<file path="src/rtl/uart_tx_pkg.sv">
// Shared constants for the memory-mapped UART transmitter: register offsets,
// register bit positions, framing FSM encodings and the rib slot base address.
package uart_tx_pkg;

  localparam logic [1:0] ADDR_CTRL   = 2'd0;
  localparam logic [1:0] ADDR_STATUS = 2'd1;
  localparam logic [1:0] ADDR_BAUD   = 2'd2;
  localparam logic [1:0] ADDR_TXDATA = 2'd3;

  localparam int CTRL_TX_EN   = 0;
  localparam int CTRL_INT_EN  = 1;
  localparam int STATUS_BUSY  = 0;
  localparam int STATUS_FULL  = 1;
  localparam int STATUS_EMPTY = 2;
  localparam int STATUS_OVF   = 3;
  localparam int STATUS_COUNT = 4;

  localparam logic [1:0] ST_IDLE  = 2'd0;
  localparam logic [1:0] ST_START = 2'd1;
  localparam logic [1:0] ST_DATA  = 2'd2;
  localparam logic [1:0] ST_STOP  = 2'd3;

  localparam logic [31:0] RIB_S3_BASE = 32'h3000_0000;

  // A divider of zero would stall the line, so it behaves as one cycle per bit.
  function automatic logic [15:0] bit_period(input logic [15:0] baud);
    return (baud == 16'd0) ? 16'd1 : baud;
  endfunction

endpackage

</file>
<file path="src/rtl/uart_tx_sync_fifo.sv">
// Small synchronous FIFO holding bytes waiting to be serialised.
// DEPTH must be a power of two so the pointers wrap naturally.
module uart_tx_sync_fifo #(
  parameter int WIDTH = 8,
  parameter int DEPTH = 4
) (
  input  logic             clk,
  input  logic             rst_n,
  input  logic             push_i,
  input  logic             pop_i,
  input  logic [WIDTH-1:0] wdata_i,
  output logic [WIDTH-1:0] rdata_o,
  output logic             full_o,
  output logic             empty_o,
  output logic [4:0]       count_o
);

  localparam int AW = (DEPTH > 1) ? $clog2(DEPTH) : 1;
  localparam logic [AW-1:0] PTR_ONE = AW'(1);

  logic [WIDTH-1:0] mem_q [DEPTH];
  logic [AW-1:0]    wr_ptr_q, wr_ptr_d, rd_ptr_q, rd_ptr_d;
  logic [4:0]       count_q, count_d;
  logic             do_push, do_pop;

  assign full_o  = (count_q == 5'(DEPTH));
  assign empty_o = (count_q == 5'd0);
  assign count_o = count_q;
  assign rdata_o = mem_q[rd_ptr_q];

  // Full and empty come from pre-edge state, so a pop never makes room for a same-edge push.
  assign do_push = push_i && !full_o;
  assign do_pop  = pop_i && !empty_o;

  always_comb begin
    wr_ptr_d = wr_ptr_q;
    rd_ptr_d = rd_ptr_q;
    count_d  = count_q;
    if (do_push) wr_ptr_d = wr_ptr_q + PTR_ONE;
    if (do_pop)  rd_ptr_d = rd_ptr_q + PTR_ONE;
    case ({do_push, do_pop})
      2'b10:   count_d = count_q + 5'd1;
      2'b01:   count_d = count_q - 5'd1;
      default: count_d = count_q;
    endcase
  end

  always_ff @(posedge clk or negedge rst_n) begin
    if (!rst_n) begin
      wr_ptr_q <= '0;
      rd_ptr_q <= '0;
      count_q  <= '0;
    end else begin
      wr_ptr_q <= wr_ptr_d;
      rd_ptr_q <= rd_ptr_d;
      count_q  <= count_d;
    end
  end

  always_ff @(posedge clk) begin
    if (do_push) mem_q[wr_ptr_q] <= wdata_i;
  end

endmodule

</file>
<file path="src/rtl/uart_tx.sv">
// rib slave UART transmitter: register file, TX FIFO, baud counter and 8N1
// framing FSM driving a registered, idle-high serial line.
module uart_tx
  import uart_tx_pkg::*;
#(
  parameter int          FIFO_DEPTH  = 4,
  parameter logic [15:0] DEFAULT_DIV = 16'd434
) (
  input  logic        clk,
  input  logic        rst_n,
  input  logic        we_i,
  input  logic [31:0] addr_i,
  input  logic [31:0] wdata_i,
  output logic [31:0] rdata_o,
  output logic        tx_o,
  output logic        int_signal_o
);

  logic        tx_en_q, tx_en_d, int_en_q, int_en_d, overflow_q, overflow_d;
  logic [15:0] baud_q, baud_d, cnt_q, cnt_d, period_m1;
  logic [1:0]  state_q, state_d;
  logic [2:0]  bit_q, bit_d;
  logic [7:0]  shift_q, shift_d, fifo_head;
  logic        tx_q, tx_d;
  logic [1:0]  reg_sel;
  logic        push, pop, can_start, busy;
  logic        fifo_full, fifo_empty;
  logic [4:0]  fifo_count;
  logic        unused_bits;

  assign reg_sel     = addr_i[3:2];
  assign unused_bits = ^{addr_i[31:4], addr_i[1:0], wdata_i[31:16]};
  assign push        = we_i && (reg_sel == ADDR_TXDATA);
  assign can_start   = tx_en_q && !fifo_empty;
  assign busy        = (state_q != ST_IDLE);
  assign period_m1   = bit_period(baud_q) - 16'd1;

  uart_tx_sync_fifo #(.WIDTH(8), .DEPTH(FIFO_DEPTH)) u_fifo (
    .clk     (clk),
    .rst_n   (rst_n),
    .push_i  (push),
    .pop_i   (pop),
    .wdata_i (wdata_i[7:0]),
    .rdata_o (fifo_head),
    .full_o  (fifo_full),
    .empty_o (fifo_empty),
    .count_o (fifo_count)
  );

  always_comb begin
    tx_en_d    = tx_en_q;
    int_en_d   = int_en_q;
    baud_d     = baud_q;
    overflow_d = overflow_q;
    if (we_i && reg_sel == ADDR_CTRL) begin
      tx_en_d  = wdata_i[CTRL_TX_EN];
      int_en_d = wdata_i[CTRL_INT_EN];
    end
    if (we_i && reg_sel == ADDR_BAUD) baud_d = wdata_i[15:0];
    if (we_i && reg_sel == ADDR_STATUS && wdata_i[STATUS_OVF]) overflow_d = 1'b0;
    if (push && fifo_full) overflow_d = 1'b1;
  end

  // Each bit holds for cnt reload + 1 cycles; the reload reads BAUD at every boundary.
  always_comb begin
    state_d = state_q;
    cnt_d   = cnt_q;
    bit_d   = bit_q;
    shift_d = shift_q;
    tx_d    = tx_q;
    pop     = 1'b0;
    case (state_q)
      ST_IDLE: begin
        tx_d = 1'b1;
        if (can_start) begin
          pop     = 1'b1;
          shift_d = fifo_head;
          state_d = ST_START;
          tx_d    = 1'b0;
          cnt_d   = period_m1;
        end
      end
      ST_START: begin
        if (cnt_q == 16'd0) begin
          state_d = ST_DATA;
          bit_d   = 3'd0;
          tx_d    = shift_q[0];
          shift_d = {1'b0, shift_q[7:1]};
          cnt_d   = period_m1;
        end else begin
          cnt_d = cnt_q - 16'd1;
        end
      end
      ST_DATA: begin
        if (cnt_q == 16'd0) begin
          cnt_d = period_m1;
          if (bit_q == 3'd7) begin
            state_d = ST_STOP;
            tx_d    = 1'b1;
          end else begin
            bit_d   = bit_q + 3'd1;
            tx_d    = shift_q[0];
            shift_d = {1'b0, shift_q[7:1]};
          end
        end else begin
          cnt_d = cnt_q - 16'd1;
        end
      end
      ST_STOP: begin
        if (cnt_q == 16'd0) begin
          if (can_start) begin
            pop     = 1'b1;
            shift_d = fifo_head;
            state_d = ST_START;
            tx_d    = 1'b0;
            cnt_d   = period_m1;
          end else begin
            state_d = ST_IDLE;
            tx_d    = 1'b1;
          end
        end else begin
          cnt_d = cnt_q - 16'd1;
        end
      end
      default: begin
        state_d = ST_IDLE;
        tx_d    = 1'b1;
      end
    endcase
  end

  always_ff @(posedge clk or negedge rst_n) begin
    if (!rst_n) begin
      tx_en_q    <= 1'b0;
      int_en_q   <= 1'b0;
      baud_q     <= DEFAULT_DIV;
      overflow_q <= 1'b0;
      state_q    <= ST_IDLE;
      cnt_q      <= '0;
      bit_q      <= '0;
      shift_q    <= '0;
      tx_q       <= 1'b1;
    end else begin
      tx_en_q    <= tx_en_d;
      int_en_q   <= int_en_d;
      baud_q     <= baud_d;
      overflow_q <= overflow_d;
      state_q    <= state_d;
      cnt_q      <= cnt_d;
      bit_q      <= bit_d;
      shift_q    <= shift_d;
      tx_q       <= tx_d;
    end
  end

  assign tx_o         = tx_q;
  assign int_signal_o = int_en_q && fifo_empty && !busy;

  always_comb begin
    rdata_o = '0;
    case (reg_sel)
      ADDR_CTRL:   rdata_o[1:0] = {int_en_q, tx_en_q};
      ADDR_STATUS: rdata_o[8:0] = {fifo_count, overflow_q, fifo_empty, fifo_full, busy};
      ADDR_BAUD:   rdata_o[15:0] = baud_q;
      default:     rdata_o = '0;
    endcase
  end

endmodule

</file>
<file path="config.mk">
export PLATFORM = sky130hd
export DESIGN_NAME = uart_tx
export DESIGN_NICKNAME = d
export VERILOG_FILES = /design/src/rtl/uart_tx_pkg.sv /design/src/rtl/uart_tx_sync_fifo.sv /design/src/rtl/uart_tx.sv
export SDC_FILE = /design/constraint.sdc
export NUM_CORES = 1
export LEC_CHECK = 0
export ABC_AREA = 1
export CAP_MARGIN = 10
export CELL_PAD_IN_SITES_DETAIL_PLACEMENT = 2
export CELL_PAD_IN_SITES_GLOBAL_PLACEMENT = 2
export CORE_MARGIN = 2
export CORE_UTILIZATION = 31
export DETAILED_ROUTE_END_ITERATION = 7
export PLACE_DENSITY_LB_ADDON = 0.1
export SETUP_SLACK_MARGIN = 0.3
export SYNTH_ARGS = -nofsm -noshare
export SYNTH_HDL_FRONTEND = slang
export SYNTH_SLANG_ARGS = --single-unit
</file>
<file path="constraint.sdc">
create_clock -name clk -period 3.1 [get_ports clk]
set_input_delay 0.775 -clock clk [delete_from_list [all_inputs] [get_ports clk]]
set_output_delay 0.775 -clock clk [all_outputs]
set_load 0.05 [all_outputs]
</file>
==> flow_metrics.py <==
metrics = {
    "power": {
        "ir_drop_mv": 0.329,
        "power.density_mw_per_mm2": 905,
        "power_mw": 6.53,
        "p_leak_nw": 3.26,
    },
    "finish": {
        "final_cells": 1012,
        "final_cell_mix": "186 x nand2_1, 70 x nor2_1, 66 x inv_1, 53 x o21ai_0, 49 x dfrtp_1",
        "multi_input_area_mm2": 0.00296,
        "nets": 867,
        "seqCellArea_mm2": 0.00242,
        "diodes": 0,
        "design_area_mm2": 0.00722,
        "fillerInstances": 2030,
        "drive_gt1_frac": 0.208,
        "syn_to_final_growth_pct": 29.6,
        "layout_commonest_cell": "nand2_1",
    },
    "clock_tree": {
        "clock-sinks": 90,
        "clk_latency_ns": 0.35,
        "path_clk_slew_ns": 0.07,
        "clock_tree.buffer_depth": 2,
        "cts_buffers": 9,
        "htreeDepth": 3,
        "cts_tree": "built",
        "root_buffer": "clkbuf_16",
        "cts_hold_buffers": 0,
    },
    "sta": {
        "holdWs_ns": 0.435,
        "period_share": 0.865,
        "fmax_mhz": 373,
        "maxSlewHeadroom": 0.606,
        "period_needed_ns": 2.68,
        "setup_violations": 0,
        "rsz0062_at_grt": "yes",
        "skew_ns": 0.00941,
        "tightest_slew_ns": 0.591,
        "drv_slew": 0,
        "final-hold-violation-count": 0,
    },
    "run_status": {
        "status": "completed",
    },
    "global_route": {
        "overflow": 0,
        "grt_pass1_vias": 5550,
        "antenna_found_initial": 0,
        "grt_pass1_wl_um": 30000,
        "grt_usage": 0.197,
        "grt_max_degree": 59,
    },
    "critical_path": {
        "cp_data_required_time_ns": 3.34,
        "crit_top_cell": "nand2_2",
        "startpoint_type": "register",
        "arrival_ns": 2.92,
        "path_class": "register to register",
        "max_stage_delay_ns": 0.57,
        "slowest_stage": "dfstp_2",
        "cp-end-kind": "register",
        "path_max_fanout": 6,
        "cp_cell_sequence": "nor2_1, nand2_2, nor2_1, nand2_2, nand2_2, inv_2, ha_2, nand2_2, nor2_4, nand2_1, xnor2_2, buf_4, o21ai_0, nand2_1, nand3_1, nand2_1",
    },
    "run": {
        "max_cap_violations": 0,
    },
    "logic_synthesis": {
        "synth_cell_type_count": 46,
        "syn_area_mm2": 0.00557,
        "yosysTopAreaCell": "dfrtp_1",
        "ys_seq_area_frac": 0.434,
        "async_flop_share": 0.644,
        "ys_warn_count": 0,
        "synth_top_area_share": 0.234,
        "syn_inst": 703,
        "syn_avg_cell_area_um2": 7.92,
        "synth-main-ff-cell": "dfrtp_1",
        "synth_seq_cells": 90,
        "synth-edff-count": 32,
        "synth_area_leaders": "dfrtp_1 23%, edfxtp_1 17%, nand2_1 13%",
    },
    "drt": {
        "wl_per_cell_um": 18.6,
        "routed_wl_um": 18800,
        "ant_nets": 0,
        "vias_per_cell": 4.97,
        "drt_iter0_markers": 185,
        "dr.pass1.iters": 5,
        "drc": 0,
        "num_vias": 5025,
    },
    "hold_path": {
        "hold_class": "input port to asynchronous set/reset pin",
    },
    "floorplanning": {
        "rows": 49,
        "core_area_mm2": 0.0178,
        "fp.dieW_um": 138,
        "ios": 101,
        "die_height_um": 138,
        "start_util": 0.313,
        "die_area_mm2": 0.0191,
    },
    "placement": {
        "dp_hpwl_um": 13400,
        "dp_cells": 980,
        "place_congestion": 0.748,
        "placed_area_mm2": 0.00655,
        "io_buffers": 38,
    },
}
cell type report:
cell class                      instances  share of cell area
Clock buffer                           10              0.0317
Multi-Input combinational cell        514               0.410
Inverter                               76              0.0407
Tap cell                              229              0.0397
Sequential cell                        90               0.336
Clock inverter                          6             0.00918
Timing Repair Buffer                   87               0.133
critical path, delay by kind of cell (launching register included):
| kind | cells | cell delay (ns) |
|---|---|---|
| compound gates | 1 | 0.18 |
| buf+inv | 2 | 0.27 |
| fa+ha+maj | 1 | 0.22 |
| flops | 1 | 0.57 |
| xor+xnor | 1 | 0.19 |
| simple gates | 11 | 1.14 |
through the flow:
stage | setup TNS [ns] | setup WS, ns | utilization
after CTS | 0 | 0.289 | 0.396
after global placement | -0.0419 | -0.0323 | 0.369
final | 0 | 0.420 | 0.406
after global routing | 0 | 0.234 | 0.406
after detailed placement | -0.257 | -0.0947 | 0.369
after floorplan | 0 | 0.254 | -
registers in the layout, summed over array words and instances (netlist names):
signal and flops:
int_en_q 1, u_fifo.wr_ptr_q 2, baud_q 16, u_fifo.rd_ptr_q 2
tx_o 1, u_fifo.mem_q 32, state_q 2, u_fifo.count_o 5
cnt_q 16, bit_q 3, overflow_q 1, tx_en_q 1
shift_q 8
power breakdown:
part,internal [mW],leakage (nW),switching [mW]
combinational,1.30,2.13,2.20
clock,0.629,0.147,0.506
sequential,1.56,0.987,0.338
total,3.49,3.26,3.04
path summary, 6_finish.rpt:
check                      slack, ns       start    endpoint  depth (start not counted)
max                             0.42   baud_q[7]   cnt_q[12]                         16
min                             0.43       rst_n    bit_q[2]                          2
max reg2reg                     0.42   baud_q[7]   cnt_q[12]                         16
min reg2reg                     0.48  shift_q[1]  shift_q[1]                          2
max in group asynchronous       2.32       rst_n   baud_q[8]                          2
min in group clk                0.48  shift_q[1]  shift_q[1]                          2
cell usage after synthesis, types with 4 or more instances:
cell,count
a21oi_1,32
buf_4,17
clkbuf_1,15
dfrtp_1,52
dfstp_2,6
edfxtp_1,32
ha_1,21
inv_1,73
mux2_2,6
nand2_1,190
nand3_1,33
nand4_1,8
nor2_1,74
nor2_2,4
o211ai_1,5
o21ai_0,55
o21ai_2,9
o221ai_1,7
o22ai_1,4
xnor2_1,7
xor2_1,15
layer usage:
metal | GRT usage | wire, um
met5 | 0 | 0
met4 | 0.0451 | 184
met3 | 0.0225 | 336
met2 | 0.344 | 9620
met1 | 0.263 | 8700
logic make-up (layout without fill, tap and decap cells):
group,after synthesis,in the layout,synth area share
AOI/OAI and AO/OA,125,125,0.134
xor gates and xnor gates,22,22,0.0346
adders and majority gates,22,22,0.0508
buffers and inverters,114,179,0.0901
DFF,90,90,0.434
muxes,6,6,0.0121
other,1,16,0.000673
and+or+nand+nor,323,323,0.243
timing repair:
action,4_1_cts,5_1_grt
buffers inserted,4,12
endpoints found under the hold margin,0,0
gates resized for setup,35,28
pin swaps,3,12
setup endpoints to repair,23,18
(Power assumes the default switching activity.)
